### config.mk
export PLATFORM = sky130hd
export DESIGN_NAME = snowbro2_sdram_resp
export DESIGN_NICKNAME = d
export VERILOG_FILES = /design/src/rtl/snowbro2_pkg.sv /design/src/rtl/snowbro2_rr_arb4.sv /design/src/rtl/snowbro2_sdram_resp.sv
export SDC_FILE = /design/constraint.sdc
export NUM_CORES = 1
export LEC_CHECK = 0
export ABC_AREA = 1
export ABC_CLOCK_PERIOD_IN_PS = 3700
export BUFFER_PORTS_ARGS = -buffer_cell sky130_fd_sc_hd__buf_4
export CAP_MARGIN = 20
export CORE_MARGIN = 1
export CORE_UTILIZATION = 45
export CTS_CLUSTER_SIZE = 10
export DETAILED_ROUTE_END_ITERATION = 7
export PLACE_DENSITY = 0.8
export SLEW_MARGIN = 20
export SYNTH_ARGS = -nofsm -noshare
export SYNTH_HDL_FRONTEND = slang
export SYNTH_SLANG_ARGS = --single-unit
### constraint.sdc
create_clock -name CLK -period 3.7 [get_ports CLK]
set_input_delay 0.555 -clock CLK [delete_from_list [all_inputs] [get_ports CLK]]
set_output_delay 0.555 -clock CLK [all_outputs]
set_load 0.1 [all_outputs]
### src/rtl/snowbro2_pkg.sv
// Shared types and constants for the Snow Bros 2 SDRAM responder.
// Holds the responder FSM encoding and bank index names.
package snowbro2_pkg;

    typedef enum logic [2:0] {
        ST_IDLE,
        ST_PROG_CMD,
        ST_RD_CMD,
        ST_RD_DATA,
        ST_WR_CMD,
        ST_HOLD
    } state_e;

    localparam logic [1:0] BANK_CPU = 2'd0;
    localparam logic [1:0] BANK_GFX = 2'd1;

    localparam int BURST_MAX = 2;

    function automatic logic [1:0] rr_next(input logic [1:0] idx);
        return idx + 2'd1;
    endfunction

endpackage

### src/rtl/snowbro2_rr_arb4.sv
// Four-way round-robin arbiter; the caller owns the pointer register.
// The requester at ptr has top priority, then ptr+1, ptr+2, ptr+3.
module snowbro2_rr_arb4 (
    input  logic [3:0] req,
    input  logic [1:0] ptr,
    output logic       gnt_valid,
    output logic [1:0] gnt_idx
);

    logic [1:0] cand;

    // Scan lowest priority first so the pointer slot wins last.
    always_comb begin
        gnt_valid = 1'b0;
        gnt_idx   = ptr;
        cand      = ptr;
        for (int i = 3; i >= 0; i--) begin
            cand = ptr + 2'(i);
            if (req[cand]) begin
                gnt_valid = 1'b1;
                gnt_idx   = cand;
            end
        end
    end

endmodule

### src/rtl/snowbro2_sdram_resp.sv
// Serialises loader writes and four bank requests onto one memory
// command port and returns ack/first-data/ready strobes per bank.
module snowbro2_sdram_resp
    import snowbro2_pkg::*;
#(
    parameter int AW    = 22,
    parameter int BURST = 2
) (
    input  logic          CLK,
    input  logic          RESET,
    input  logic [AW-1:0] PROG_ADDR,
    input  logic [15:0]   PROG_DATA,
    input  logic [1:0]    PROG_MASK,
    input  logic [1:0]    PROG_BA,
    input  logic          PROG_WE,
    output logic          PROG_RDY,
    input  logic [AW-1:0] BA0_ADDR,
    input  logic [AW-1:0] BA1_ADDR,
    input  logic [AW-1:0] BA2_ADDR,
    input  logic [AW-1:0] BA3_ADDR,
    input  logic [3:0]    BA_RD,
    input  logic          BA_WR,
    input  logic [15:0]   BA0_DIN,
    input  logic [1:0]    BA0_DIN_M,
    output logic [3:0]    BA_ACK,
    output logic [3:0]    BA_DST,
    output logic [3:0]    BA_RDY,
    output logic [15:0]   DATA_READ,
    output logic          mem_cs,
    output logic          mem_we,
    output logic [1:0]    mem_ba,
    output logic [AW-1:0] mem_addr,
    output logic [15:0]   mem_din,
    output logic [1:0]    mem_dm,
    input  logic          mem_gnt,
    input  logic          mem_dvalid,
    input  logic [15:0]   mem_dout
);

    localparam int CW = $clog2(BURST) + 1;

    state_e        state_q, state_d;
    logic [1:0]    ptr_q, ptr_d;
    logic [1:0]    bank_q, bank_d;
    logic [CW-1:0] cnt_q, cnt_d;
    logic          cs_q, cs_d;
    logic          we_q, we_d;
    logic [1:0]    ba_q, ba_d;
    logic [AW-1:0] addr_q, addr_d;
    logic [15:0]   din_q, din_d;
    logic [1:0]    dm_q, dm_d;
    logic          prog_rdy_q, prog_rdy_d;
    logic [3:0]    ack_q, ack_d;
    logic [3:0]    dst_q, dst_d;
    logic [3:0]    rdy_q, rdy_d;
    logic [15:0]   rdata_q, rdata_d;

    logic [3:0]    req;
    logic          gnt_valid;
    logic [1:0]    gnt_idx;
    logic [AW-1:0] ba_addr [4];

    assign req = {BA_RD[3:1], BA_RD[0] | BA_WR};

    assign ba_addr[0] = BA0_ADDR;
    assign ba_addr[1] = BA1_ADDR;
    assign ba_addr[2] = BA2_ADDR;
    assign ba_addr[3] = BA3_ADDR;

    snowbro2_rr_arb4 u_arb (
        .req      (req),
        .ptr      (ptr_q),
        .gnt_valid(gnt_valid),
        .gnt_idx  (gnt_idx)
    );

    always_comb begin
        state_d    = state_q;
        ptr_d      = ptr_q;
        bank_d     = bank_q;
        cnt_d      = cnt_q;
        cs_d       = cs_q;
        we_d       = we_q;
        ba_d       = ba_q;
        addr_d     = addr_q;
        din_d      = din_q;
        dm_d       = dm_q;
        prog_rdy_d = 1'b0;
        ack_d      = 4'b0;
        dst_d      = 4'b0;
        rdy_d      = 4'b0;
        rdata_d    = rdata_q;

        unique case (state_q)
            ST_IDLE: begin
                cnt_d = '0;
                if (PROG_WE) begin
                    state_d = ST_PROG_CMD;
                    cs_d    = 1'b1;
                    we_d    = 1'b1;
                    ba_d    = PROG_BA;
                    addr_d  = PROG_ADDR;
                    din_d   = PROG_DATA;
                    dm_d    = PROG_MASK;
                end else if (gnt_valid) begin
                    ptr_d  = rr_next(gnt_idx);
                    bank_d = gnt_idx;
                    cs_d   = 1'b1;
                    ba_d   = gnt_idx;
                    addr_d = ba_addr[gnt_idx];
                    if (gnt_idx == BANK_CPU && BA_WR) begin
                        state_d = ST_WR_CMD;
                        we_d    = 1'b1;
                        din_d   = BA0_DIN;
                        dm_d    = BA0_DIN_M;
                    end else begin
                        state_d = ST_RD_CMD;
                        we_d    = 1'b0;
                    end
                end
            end
            ST_PROG_CMD: begin
                if (mem_gnt) begin
                    cs_d       = 1'b0;
                    prog_rdy_d = 1'b1;
                    state_d    = ST_HOLD;
                end
            end
            ST_WR_CMD: begin
                if (mem_gnt) begin
                    cs_d          = 1'b0;
                    ack_d[BANK_CPU] = 1'b1;
                    rdy_d[BANK_CPU] = 1'b1;
                    state_d       = ST_IDLE;
                end
            end
            ST_RD_CMD: begin
                if (mem_gnt) begin
                    cs_d          = 1'b0;
                    ack_d[bank_q] = 1'b1;
                    state_d       = ST_RD_DATA;
                end
            end
            ST_RD_DATA: begin
                if (mem_dvalid) begin
                    rdata_d = mem_dout;
                    cnt_d   = cnt_q + 1'b1;
                    if (cnt_q == '0) begin
                        dst_d[bank_q] = 1'b1;
                    end
                    if (cnt_q == CW'(BURST - 1)) begin
                        rdy_d[bank_q] = 1'b1;
                        state_d       = ST_IDLE;
                    end
                end
            end
            ST_HOLD: begin
                state_d = ST_IDLE;
            end
            default: begin
                state_d = ST_IDLE;
            end
        endcase
    end

    always_ff @(posedge CLK) begin
        if (RESET) begin
            state_q    <= ST_IDLE;
            ptr_q      <= 2'd0;
            bank_q     <= 2'd0;
            cnt_q      <= '0;
            cs_q       <= 1'b0;
            we_q       <= 1'b0;
            ba_q       <= 2'd0;
            addr_q     <= '0;
            din_q      <= 16'h0;
            dm_q       <= 2'd0;
            prog_rdy_q <= 1'b0;
            ack_q      <= 4'b0;
            dst_q      <= 4'b0;
            rdy_q      <= 4'b0;
            rdata_q    <= 16'h0;
        end else begin
            state_q    <= state_d;
            ptr_q      <= ptr_d;
            bank_q     <= bank_d;
            cnt_q      <= cnt_d;
            cs_q       <= cs_d;
            we_q       <= we_d;
            ba_q       <= ba_d;
            addr_q     <= addr_d;
            din_q      <= din_d;
            dm_q       <= dm_d;
            prog_rdy_q <= prog_rdy_d;
            ack_q      <= ack_d;
            dst_q      <= dst_d;
            rdy_q      <= rdy_d;
            rdata_q    <= rdata_d;
        end
    end

    assign PROG_RDY  = prog_rdy_q;
    assign BA_ACK    = ack_q;
    assign BA_DST    = dst_q;
    assign BA_RDY    = rdy_q;
    assign DATA_READ = rdata_q;
    assign mem_cs    = cs_q;
    assign mem_we    = we_q;
    assign mem_ba    = ba_q;
    assign mem_addr  = addr_q;
    assign mem_din   = din_q;
    assign mem_dm    = dm_q;

endmodule

== Word level (Yosys, flattened, before mapping) ==
Cells that the tools add are included.

* Register bits after elaboration: 82
* Bits of input ports: 174
* Output and inout port bits: 73
* Logic and storage cells: 127

* Add/sub/neg operators: 5
* $lt $le $gt $ge: 7
* Equal/unequal tests: 12
* Muxes and demuxes: 55
* Bitwise gates (word level): 10
* Reduce and logical (&&, ||, !) cells: 21

{| class="wikitable"
|+ Operator list
! cell !! count
|-
| 22-bit 2-to-1 mux || 4
|-
| 16-bit 2-to-1 mux || 3
|-
| 22-bit binary-select mux with 2-bit select || 1
|-
| 3-bit 2-to-1 mux || 8
|-
| 2-bit 2-to-1 mux || 10
|-
| 1-bit 2-to-1 mux || 19
|-
| 2-bit by 3-bit less-than comparator with 1-bit output, second input constant || 5
|-
| 3-bit one-hot mux with 5 select lines || 1
|-
| 2-bit inequality test, second input constant || 5
|-
| 3-bit AND reduction || 3
|-
| 1-bit binary-select mux with 2-bit select || 4
|-
| 1-bit NOT || 8
|-
| 2-bit nonzero test || 4
|-
| 4-bit OR reduction || 2
|-
| 2-bit by 1-bit adder with 2-bit output, second input constant || 3
|-
| 3-bit by 2-bit == test with 1-bit output, second input constant || 2
|-
| 1-bit one-hot mux with 2 select lines || 3
|-
| 2-bit AND reduction || 3
|-
| 6-bit AND reduction || 1
|-
| 3-bit OR reduction || 2
|-
| 2-bit adder, second input constant || 2
|-
| 2-bit logical NOT || 2
|-
| 2-bit one-hot mux with 2 select lines || 1
|-
| 3-bit by 1-bit == test with 1-bit output, second input constant || 1
|-
| 12 further kinds || 13
|}

== Longest topological paths before layout ==
* Depth in word-level cells: 13
* Mapped depth: 20
* Depth with buffers taken out: 17

== By module ==
From an unflattened synthesis, not the netlist that was laid out.

* Cells, all modules: 644
* Area total of the unflattened synthesis: 4376.7 µm²

{| class="wikitable"
|+ By module, submodules not included
! module !! instances !! cells an instance !! area an instance (µm²) !! seq. area each (µm²)
|-
| snowbro2_sdram_resp || 1 || 591 || 4142.7 || 1641.6
|-
| snowbro2_rr_arb4 || 1 || 53 || 234.0 || 0.0
|}

== Worst setup path before layout ==
No wires, ideal clock.

* Kind: input-to-reg
* Start: input BA_WR
* End: register din_q[10] (netlist: mem_din[10])
* Setup time: 0.075 ns
* Data arrival time: 2.486 ns
* Required time: 3.625 ns
* Setup slack: 1.139 ns
* Cell stages on the path: 18
* Path buffers: 2
* Cells stage by stage: nor2_1 nand2_1 nand3_1 nand2_1 inv_1 nand2_1 nand2_2 nand2_2 nand2_4 nand2_8 buf_6 inv_1 ha_1 a21oi_1 nor2_2 clkbuf_1 o21ai_0 a31oi_1

* Longest elaborated chain between the ends: 11
* Elaborated cells between the ends (all ways): 22
* Classes of those cells: mux (16); bitwise (1); reduce/logical (5)

{| class="wikitable"
|+ Ends and longest elaborated chain
! item !! line !! source
|-
| start: declaration || snowbro2_sdram_resp.sv:22 || <nowiki>input logic BA_WR,</nowiki>
|-
| 1-bit bitwise OR || snowbro2_sdram_resp.sv:63 || <nowiki>assign req = {BA_RD[3:1], BA_RD[0] | BA_WR};</nowiki>
|-
| 1-bit binary-select mux with 2-bit select || snowbro2_rr_arb4.sv:19 || <nowiki>if (req[cand]) begin</nowiki>
|-
| 1-bit 2-to-1 mux (implied by the code) || snowbro2_rr_arb4.sv:19 ||
|-
| 2-bit 2-to-1 mux (4 in a row) || snowbro2_rr_arb4.sv:19 ||
|-
| 2-bit logical NOT || snowbro2_sdram_resp.sv:111 || <nowiki>if (gnt_idx == BANK_CPU && BA_WR) begin</nowiki>
|-
| 1-bit logical AND || snowbro2_sdram_resp.sv:111 ||
|-
| 2-bit nonzero test (no line) || - ||
|-
| 3-bit AND reduction (no line) * || - ||
|-
| end signal: assignment || snowbro2_sdram_resp.sv:192 || <nowiki>din_q <= din_d;</nowiki>
|-
| end: declaration || snowbro2_sdram_resp.sv:50 || <nowiki>logic [15:0] din_q, din_d;</nowiki>
|}

Mark *: on every way between the ends. The rest lies on a longest branch, timed or not. The select of a mux whose other input is x is not followed.
A chain may end at the register's enable or synchronous reset.

== Final worst setup path ==
* Start: register ptr_q[0]
* End: register addr_q[21] (netlist: mem_addr[21])

* Longest elaborated chain between the ends: 13
* Elaborated cells between the ends (all ways): 27
* Classes of those cells: add/sub (3); mux (21); bitwise (1); reduce/logical (2)

{| class="wikitable"
|+ Ends and longest elaborated chain
! item !! line !! source
|-
| start: declaration || snowbro2_sdram_resp.sv:43 || <nowiki>logic [1:0] ptr_q, ptr_d;</nowiki>
|-
| start signal: assignment || snowbro2_sdram_resp.sv:185 || <nowiki>ptr_q <= ptr_d;</nowiki>
|-
| 2-bit adder || snowbro2_rr_arb4.sv:18 || <nowiki>cand = ptr + 2'(i);</nowiki>
|-
| 1-bit binary-select mux with 2-bit select || snowbro2_rr_arb4.sv:19 ||
|-
| 1-bit 2-to-1 mux (implied by the code) || snowbro2_rr_arb4.sv:19 ||
|-
| 2-bit 2-to-1 mux (4 in a row) || snowbro2_rr_arb4.sv:19 ||
|-
| 2-bit NOT with 3-bit output (implied by the code) || snowbro2_sdram_resp.sv:110 || <nowiki>addr_d = ba_addr[gnt_idx];</nowiki>
|-
| 22-bit binary-select mux with 2-bit select || snowbro2_sdram_resp.sv:110 ||
|-
| 22-bit 2-to-1 mux (implied by the code) (2 in a row) || snowbro2_sdram_resp.sv:110 ||
|-
| 22-bit 2-to-1 mux || snowbro2_sdram_resp.sv:105 || <nowiki>end else if (gnt_valid) begin</nowiki>
|-
| 22-bit 2-to-1 mux || snowbro2_sdram_resp.sv:97 || <nowiki>if (PROG_WE) begin</nowiki>
|-
| end signal: assignment || snowbro2_sdram_resp.sv:191 || <nowiki>addr_q <= addr_d;</nowiki>
|-
| end: declaration || snowbro2_sdram_resp.sv:49 || <nowiki>logic [AW-1:0] addr_q, addr_d;</nowiki>
|}

Parallel ways exist; a longest one is shown, timed or not. The select of a mux whose other input is x is not followed.

==> run summary <==
STA classifies the critical path startpoint as a register. The clock arrives with 0.01129 ns of skew. The number of failing setup endpoints in the final timing report is 0. The most numerous cell type found on the critical path is sky130_fd_sc_hd__nand2_1. Adding up every negative setup slack in the final design gives 0 ns. The port buffer count is 246. In this run, the clock network consumes 10.1% of the power. For this run, the top clock speed supported by timing is 318.9 MHz. The initialized floorplan defines 34 standard-cell rows.

The detailed router finished its first iteration with 206 violations. The HPWL after detailed placement is 11.03 mm. The worst endpoint required time came out at 3.92 ns. The tools report the post-detailed-route count of antenna-violating nets as 0. The tools report the reg-to-reg critical path endpoint as mem_addr[21]. Cells fill 69.70% of the core in the end. Setup repair after global routing left no endpoint under its margin. The number of nets in the synthesized netlist is 792. The number of buffers created by CTS came out at 9.

Summed over all layers, the routed wires come to 14.55 mm. The placeable core region is 0.008891 sq mm, and the hold buffer count at cts is 0. 247 I/O pins were placed.

The logs give 615 for the synthesized netlist cell count and 68.3% for the combinational fraction of design power. The logs give 0 for the total of warnings raised by yosys and 7 for the number of detailed-routing iterations run before antenna repair. The critical path goes through inv_4, nand2_1, nand2_1, nand2_1, nand3_1, nand3_1, nand2_1, nand2_1, buf_4, inv_1, nor2_1, nand3_1, nand3_1, a21oi_1. Yosys attributes the largest share of cell area to sky130_fd_sc_hd__dfxtp_1, sky130_fd_sc_hd__nand3_1, sky130_fd_sc_hd__nand2_1, sky130_fd_sc_hd__a21oi_1, sky130_fd_sc_hd__o21ai_0.

The total leakage power was 2.944 nW. At the end of routability-driven placement, the weighted congestion stood at 0.9069. The tools report the root buffer cell as sky130_fd_sc_hd__clkbuf_8. Worst voltage drop across the vdd grid: 721.1 uV.

In this run the most critical hold path is launched from mem_dout[15]. The via count of the first global-routing pass came out at 4,930. The net count of the finished layout is 1,012, and the power density relative to cell area is 973.7 mW/mm^2.

Of the available clock period, the critical path in the final layout requires 84.76%. The repair_antennas step left the layout with diodes totalling 0. By count the netlist is led by sky130_fd_sc_hd__nand2_1, sky130_fd_sc_hd__nand3_1, sky130_fd_sc_hd__dfxtp_1, sky130_fd_sc_hd__a21oi_1, sky130_fd_sc_hd__o21ai_0. The fraction of synthesized cell area taken by the top area cell type was 38.95%. In the synthesized netlist the dominant register cell turns out to be sky130_fd_sc_hd__dfxtp_1. The logs give 3.612 mW for the net switching component of the power and 21.7% for the sequential group share of total power. For this configuration, the core starts out at a cell density of 47.40%. The worst register-to-register path begins at ptr_q[0].

The run gives 5,116 as the routed via count. Leaving out filler cells and counting taps, the final layout contains 948. CTS built an H-tree with a depth of 3. The combined area of all synthesized cells came out at 0.004214 sq mm. The count of cell types in the netlist is 31. Sequential cells were found to cover 38.95% of the synthesized design area.

The average instance in the mapped netlist occupies 6.852 sq um. Number of failing hold endpoints at the final stage: 0. For this run, design rule violations remaining after detail routing come to 0. The initial antenna violation count is 0. Number of buffer and inverter stages on the critical path: 3. Measured against its own limit, the worst slew margin works out to 26.65%. The total of cells resized after clock tree synthesis is 0, and the shortest period the worst path allows is 3.136 ns. CTS saw 82 sinks. The flow ran to the end, and the final reports show no timing, DRC or antenna violations. At the pin with the least slew margin, the transition time is 1.096 ns. The later pin in the worst-skew pair is clocked with a latency of 0.35 ns. Yosys instantiated no cell more often than sky130_fd_sc_hd__nand2_1.

For the worst setup path, the data arrival time is 3.35 ns. Entering global routing, the biggest net connects 47 pins. The clock slew at the register clock pins of the worst setup and hold paths was 0.09 ns. The via-per-instance ratio was 5.397.

Summing internal, switching and leakage power gives 6.034 mW. TritonCTS built the clock tree. The tools report the wire length of the first global-routing pass as 23.32 mm. The kind of cell with the highest combined delay along the critical path is simple AND/OR/NAND/NOR gates. The tightest min-delay check is of the input port to register type.

Die width: 98.77 microns. Cell internal power was estimated by the tool at 2.422 mW. Cells with a size suffix above 1 make up 35.48% of the layout.

Summed over all layers, the global routing overflow is 0. Of the total power, the share spent switching nets is 59.86%. After clock tree synthesis, the setup repair step added 0 buffers. For the number of placed instances, taps included, the log shows 932. Max-cap violations in this run came to 0. sky130_fd_sc_hd__dfxtp_1 takes more of the synthesized area than any other cell. The worst min-delay path endpoint is DATA_READ[15]. Aggregate global-route resource usage: 29.56%.

The internal reg-to-reg setup slack was 0.56 ns; the count of cells along the worst register-to-register path was 14. Full die area: 0.009756 sq mm. In this run, synthesis produced a sequential element count of 82. The biggest cell delay along the critical path came out at 0.76 ns. Relative to the synthesized area, the layout overhead comes to 47.06%.

The number of enable flip-flop cells after synthesis is 0, and the cell depth of the worst min-delay path is 3. Chip height: 98.77 microns. The master of the slowest instance on the critical path is sky130_fd_sc_hd__nor2_1. The largest fanout of any net on the critical path came out at 13. STA classifies the critical path endpoint as a register.

The clock passes through at most 2 buffers. The average routed wire per standard cell works out to 15.35 microns. For this run, asynchronously set or reset flops after synthesis account for 0%. The max-slew violation total from the final report came out at 0. The classification of the worst setup path is register to register.
per-layer routing:
layer / vias up / wire [microns] / global-route usage (%) / part of all wire, %
li1: 2520 / - / - / -
met1: 2335 / 5589 / 33.76 / 38
met2: 217 / 7453 / 52.18 / 51
met3: 44 / 1055 / 8.369 / 7.2
met4: 0 / 454 / 11.37 / 3.1
met5: - / 0 / 0 / 0
how the worst max path moves through the flow:
stage               startpoint      endpoint  slack [ns]  depth (start not counted)
finish                ptr_q[0]  mem_addr[21]        0.56                         14
CTS                   ptr_q[0]   mem_din[11]        0.37                         17
floorplan                BA_WR   mem_din[10]        1.14                         18
global route          ptr_q[0]  mem_addr[21]        0.33                         14
global placement         BA_WR    mem_din[9]        0.42                         17
detailed placement       BA_WR    mem_din[1]        0.26                         17
layout by cell type, fill, tap and decap left out, types with 2 or more instances in the layout:
| cell | instances |
|---|---|
| sky130_fd_sc_hd__a211oi_1 | 2 |
| sky130_fd_sc_hd__a21oi_1 | 64 |
| sky130_fd_sc_hd__a31oi_1 | 18 |
| sky130_fd_sc_hd__buf_4 | 251 |
| sky130_fd_sc_hd__clkbuf_8 | 10 |
| sky130_fd_sc_hd__clkinvlp_4 | 3 |
| sky130_fd_sc_hd__dfxtp_1 | 82 |
| sky130_fd_sc_hd__ha_1 | 3 |
| sky130_fd_sc_hd__inv_1 | 20 |
| sky130_fd_sc_hd__inv_2 | 5 |
| sky130_fd_sc_hd__inv_6 | 2 |
| sky130_fd_sc_hd__nand2_1 | 151 |
| sky130_fd_sc_hd__nand2_2 | 4 |
| sky130_fd_sc_hd__nand3_1 | 122 |
| sky130_fd_sc_hd__nand3_2 | 2 |
| sky130_fd_sc_hd__nor2_1 | 22 |
| sky130_fd_sc_hd__nor3_1 | 3 |
| sky130_fd_sc_hd__o21ai_0 | 47 |
| sky130_fd_sc_hd__o21ai_1 | 4 |
| sky130_fd_sc_hd__or2_2 | 13 |
kinds of logic (layout without fill, tap and decap cells):
family / after synthesis / in the layout / share of synthesized area (%)
flops: 82 / 82 / 38.95
compound gates: 138 / 138 / 17.43
simple gates: 323 / 323 / 34.86
buf+inv: 69 / 294 / 7.868
fa+ha+maj: 3 / 3 / 0.8908
area by class of cell:
class	count	area, sq um
fillers	752	2694
multi-input cells	464	2246
repair buffers	251	1884
flip-flops and latches	82	1642
clock buffers	10	137.6
well taps	108	135.1
inverters	27	103.9
clock inverters	6	48.80
power by group through the flow:
stage               Sequential (mW)  Combinational, mW  Clock, mW
floorplan                      2.81               1.80          0
global placement               1.31               4.00          0
detailed placement             1.32               4.09          0
CTS                            1.30               4.10      0.617
global route                   1.34               4.41      0.656
finish                         1.31               4.12      0.608
sequential cells by signal (all words and copies together), names as in the netlist, 3 cells and up:
name       count
mem_addr      22
DATA_READ     16
mem_din       16
BA_ACK         4
BA_DST         4
BA_RDY         4
state_q        3
stage by stage:
step	worst slack (ns)	hold slack (ns)	instance area [sq um]
floorplan	1.139	0.4643	4214
finish	0.5640	0.4555	6197
global placement	0.4210	0.4523	6006
CTS	0.3662	0.4447	6192
detailed placement	0.2625	0.4588	6006
global route	0.3287	0.4486	6197
worst min-delay path, cell delays in order:
cell and delay (ns):
sky130_fd_sc_hd__buf_4 0.11, sky130_fd_sc_hd__nand2_1 0.05, sky130_fd_sc_hd__a21oi_1 0.05
(Power assumes the default switching activity.)
